[src/rtl/dct_transpose.sv]
// dct_transpose: ping-pong 8x8 transpose buffer between the row and column DCT passes.
// Rows are written into one bank while the other bank is read out column by column.
module dct_transpose #(
   parameter int W = 16
) (
   input  logic              clk,
   input  logic              rst_n,
   input  logic              in_valid,
   input  logic [7:0][W-1:0] in_data,
   input  logic              in_sob,
   input  logic              in_eob,
   input  logic              in_sof,
   output logic              out_valid,
   output logic [7:0][W-1:0] out_data,
   output logic              out_sob,
   output logic              out_eob,
   output logic              out_sof,
   output logic              out_err
);
   logic [7:0][W-1:0] mem [2][8];
   logic              wbank, rbank, ract, done, bad;
   logic [2:0]        wrow, rcol, row;
   logic [1:0]        full, sof_flag;
   logic [7:0][W-1:0] col;

   always_comb begin
      row  = in_sob ? 3'd0 : wrow;
      ract = full[rbank];
      done = in_valid && row == 3'd7 && in_eob;
      bad  = in_valid && ((in_sob && wrow != 3'd0) || ((row == 3'd7) != in_eob));
      for (int i = 0; i < 8; i++) col[i] = mem[rbank][i][rcol];
   end

   always_ff @(posedge clk)
      if (in_valid) mem[wbank][row] <= in_data;

   always_ff @(posedge clk or negedge rst_n)
      if (!rst_n) begin
         wbank     <= 1'b0;
         rbank     <= 1'b0;
         wrow      <= 3'd0;
         rcol      <= 3'd0;
         full      <= 2'b00;
         sof_flag  <= 2'b00;
         out_valid <= 1'b0;
         out_data  <= '0;
         out_sob   <= 1'b0;
         out_eob   <= 1'b0;
         out_sof   <= 1'b0;
         out_err   <= 1'b0;
      end else begin
         out_err   <= bad;
         out_valid <= ract;
         out_sob   <= ract && rcol == 3'd0;
         out_eob   <= ract && rcol == 3'd7;
         out_sof   <= ract && rcol == 3'd0 && sof_flag[rbank];
         if (in_valid) begin
            wrow <= (row == 3'd7 || in_eob) ? 3'd0 : row + 3'd1;
            if (row == 3'd0) sof_flag[wbank] <= in_sob & in_sof;
            if (done) wbank <= ~wbank;
         end
         if (ract) begin
            out_data <= col;
            rcol     <= rcol + 3'd1;
            if (rcol == 3'd7) begin
               full[rbank] <= 1'b0;
               rbank       <= ~rbank;
            end
         end
         // completing bank is never the one being released, so set after clear
         if (done) full[wbank] <= 1'b1;
      end
endmodule

[config.mk]
export PLATFORM = sky130hd
export DESIGN_NAME = dct_transpose
export DESIGN_NICKNAME = d
export VERILOG_FILES = /design/src/rtl/dct_transpose.sv
export SDC_FILE = /design/constraint.sdc
export NUM_CORES = 2
export LEC_CHECK = 0
export ABC_AREA = 1
export CAP_MARGIN = 40
export CORE_MARGIN = 8
export CORE_UTILIZATION = 60
export DETAILED_ROUTE_END_ITERATION = 8
export GPL_TIMING_DRIVEN = 0
export PLACE_DENSITY = 0.78
export SYNTH_ARGS = -nofsm -noshare
export SYNTH_HDL_FRONTEND = slang
export SYNTH_SLANG_ARGS = --single-unit
[constraint.sdc]
create_clock -name clk -period 27.8 [get_ports clk]
set_clock_uncertainty 0.2 [all_clocks]
set_input_delay 6.95 -clock clk [delete_from_list [all_inputs] [get_ports clk]]
set_output_delay 6.95 -clock clk [all_outputs]
set_load 0.005 [all_outputs]
==> results.json <==
{
  "finalSetupTns_ps": 0,
  "yosysSeqAreaShare_pct": 69.9,
  "cts_tree": "yes",
  "hp-class": "reg -> reg",
  "avgSynthCellArea_sq_um": 10.5,
  "overflow": 0,
  "syn_inst": 8880,
  "slew_headroom_pct": 30.1,
  "io-pin-count": 267,
  "rrSetupSlack_ps": 23590,
  "multi_input_area_sq_mm": 0.0197,
  "postLayoutSetupSlackWorst_ps": 17560,
  "cp.arrival_ps": 10590,
  "port_buffers": 265,
  "gp_congestion": 0.968,
  "synth_top_family_by_area": "simple AND/OR/NAND/NOR gates",
  "grt_max_degree": 76,
  "drc": 0,
  "max_cap_viol_count": 0,
  "peakVddDrop_uv": 65.6,
  "cp_max_fo": 8,
  "coreArea_sq_mm": 0.154,
  "final_nets": 9843,
  "yosys.area_share.simple_pct": 20.8,
  "use_met3_pct": 11.2,
  "path_clk_slew_ps": 60,
  "startpoint_type": "input port",
  "min_period_ps": 10240,
  "die_w_microns": 410,
  "required_ps": 28140,
  "antenna_left": 0,
  "cts_buffer_depth": 3,
  "hold_buffers": 0,
  "hold_violations": 0,
  "routedWlPerCell_microns": 27.9,
  "busiest_layer": "met2",
  "yosys_warnings": 0,
  "synth_compound_area_share_pct": 0.0806,
  "cts_resized": 0,
  "area_growth_pct": 17.8,
  "groute.usage.overall_pct": 38.6,
  "antenna_found_initial": 24,
  "status": "finished, final reports clean",
  "worstMarginPinSlew_ps": 1050,
  "timing.fmax_mhz": 97.6,
  "die_area_sq_mm": 0.168,
  "drive_above_1_share_pct": 10.1,
  "dp_slack_ps": 16820,
  "synth_cell_types": 23,
  "use_met2_pct": 55.6,
  "stdcell_count": 11900,
  "synth.area.mux_share_pct": 0,
  "insertion_delay_ps": 850,
  "rsz0062_at_grt": "no",
  "synth-adder-area-share_pct": 0.0672,
  "dp.cells": 11500,
  "cts-root-buf": "clkbuf_16",
  "hpwl_mm": 245,
  "htreeDepth": 4,
  "synth-xor-area-share_pct": 0.0282,
  "vias": 70100,
  "n_fill_cell": 10400,
  "routed_via_density": 5.87,
  "setup_viol": 0,
  "drt_iter0_drc": 11900,
  "post_cts_buffers": 0,
  "area.sequential_sq_mm": 0.0651,
  "crit_type": "in -> reg",
  "cts_made_buffers": 214,
  "power.density_mw_per_mm2": 61.9,
  "post-route-util_pct": 71.2,
  "fp.dieH_microns": 410,
  "synth.net_count": 9019,
  "endpoint_kind": "flip-flop",
  "finalCritPeriodShare_pct": 36.8,
  "drv_slew": 0,
  "fp-row-count": 144,
  "drtPass1Iterations": 7,
  "clock_sinks": 2193,
  "grt_pass1_vias": 66500,
  "syn_area_sq_mm": 0.0932,
  "start_util_pct": 60.5,
  "routed_wl_mm": 333,
  "power_leakage_nw": 47.4,
  "synth-seq-cells": 2193,
  "met1_usage_pct": 48.4,
  "grt_pass1_wl_mm": 461
}
==> Yosys cell counts <==
cell / count / share of area (%)
edfxtp_1: 2048 / 66
clkbuf_1: 95 / 0.38
ha_1: 5 / 0.067
buf_6: 42 / 0.51
nand3_1: 1541 / 8.3
inv_1: 1552 / 6.3
nand2_1: 3084 / 12
a21oi_1: 2 / 0.011
o21ai_0: 10 / 0.054
nor3_1: 8 / 0.043
buf_4: 82 / 0.66
dfrtp_1: 145 / 3.9
xor2_1: 3 / 0.028
clkinv_1: 1 / 0.0040
nor4_1: 5 / 0.034
inv_2: 1 / 0.0040
o22ai_1: 1 / 0.0067
o32ai_1: 1 / 0.0094
nor2_1: 12 / 0.048
buf_1: 27 / 0.11
buf_2: 212 / 1.1
nand4_1: 1 / 0.0067
inv_4: 2 / 0.013
==> per-stage QoR <==
step	hold slack, ps	area (sq um)	total power [mW]
final	280	110000	6.79
after global routing	295	110000	6.91
after CTS	281	110000	6.77
after detailed placement	264	103000	3.93
after global placement	262	98400	3.90
after floorplan	264	93200	3.77
==> metal layers <==
metal / part of all wire (%) / vias up
met3: 15 / 1128
met1: 32 / 33100
met4: 11 / 12
met2: 42 / 5545
li1: - / 30300
met5: 0.023 / -
==> kinds of logic after synthesis <==
logic type,count (synthesis)
buf+inv,2014
fa+ha+maj,5
xor+xnor,3
simple gates,4651
compound gates,14
flops,2193
==> cell type report <==
| type | instances | area share [%] |
|---|---|---|
| Antenna cell | 13 | 0.0296 |
| Tap cell | 2044 | 2.33 |
| Clock buffer | 277 | 5.29 |
| Clock inverter | 121 | 1.08 |
| Timing Repair Buffer | 608 | 6.30 |
| Multi-Input combinational cell | 4673 | 17.9 |
| Buffer | 458 | 2.38 |
| Inverter | 1556 | 5.33 |
| Sequential cell | 2193 | 59.3 |
==> layout by cell type, fill, tap and decap left out, types with 2 or more instances in the layout <==
master,n
clkbuf_1,142
nand3_1,1541
clkinv_2,29
inv_16,3
diode_2,13
bufinv_16,19
nand2_1,3084
xor2_1,3
clkinvlp_4,6
dfrtp_1,145
clkbuf_16,219
buf_8,97
nor2_4,6
buf_2,222
inv_1,1552
clkdlybuf4s50_1,264
clkbuf_8,11
buf_1,27
inv_6,3
ha_1,5
buf_12,22
buf_16,24
nor2_1,6
nor4_2,4
nor3_1,2
buf_4,212
inv_4,4
a21oi_1,2
o21ai_0,10
edfxtp_1,2048
clkinv_1,51
clkinv_8,8
nor3_2,6
buf_6,102
==> worst max-delay path: stages <==
cell and delay [ps]:
clkdlybuf4s50_1 560, nor2_1 210, nand2_1 280, nor4_2 670, buf_2 360, buf_4 230
buf_4 200, buf_4 200, buf_4 200, buf_2 250, buf_4 210, buf_2 240
==> report_power, final <==
| group | total [mW] | internal (mW) | switching [mW] |
|---|---|---|---|
| clock network | 2.92 | 1.65 | 1.27 |
| registers | 3.66 | 3.65 | 0.00994 |
| logic | 0.213 | 0.0637 | 0.149 |
==> worst paths after layout <==
check                             startpoint       endpoint  depth (start not counted)
worst max-delay path                  in_sob    mem[0][782]                         12
worst min-delay path            out_data[87]   out_data[87]                          2
worst max register to register         wbank    mem[1][342]                         12
worst min register to register  out_data[87]   out_data[87]                          2
max in group asynchronous              rst_n  out_data[117]                          2
min in group asynchronous              rst_n   out_data[10]                          1
==> state kept, by name (all words and copies together) (netlist names) <==
signal     count
mem         2048
sof_flag       2
out_sof        1
out_data     128
out_valid      1
rcol           3
out_sob        1
out_eob        1
wbank          1
wrow           3
out_err        1
full           2
rbank          1
(Power assumes the default switching activity.)
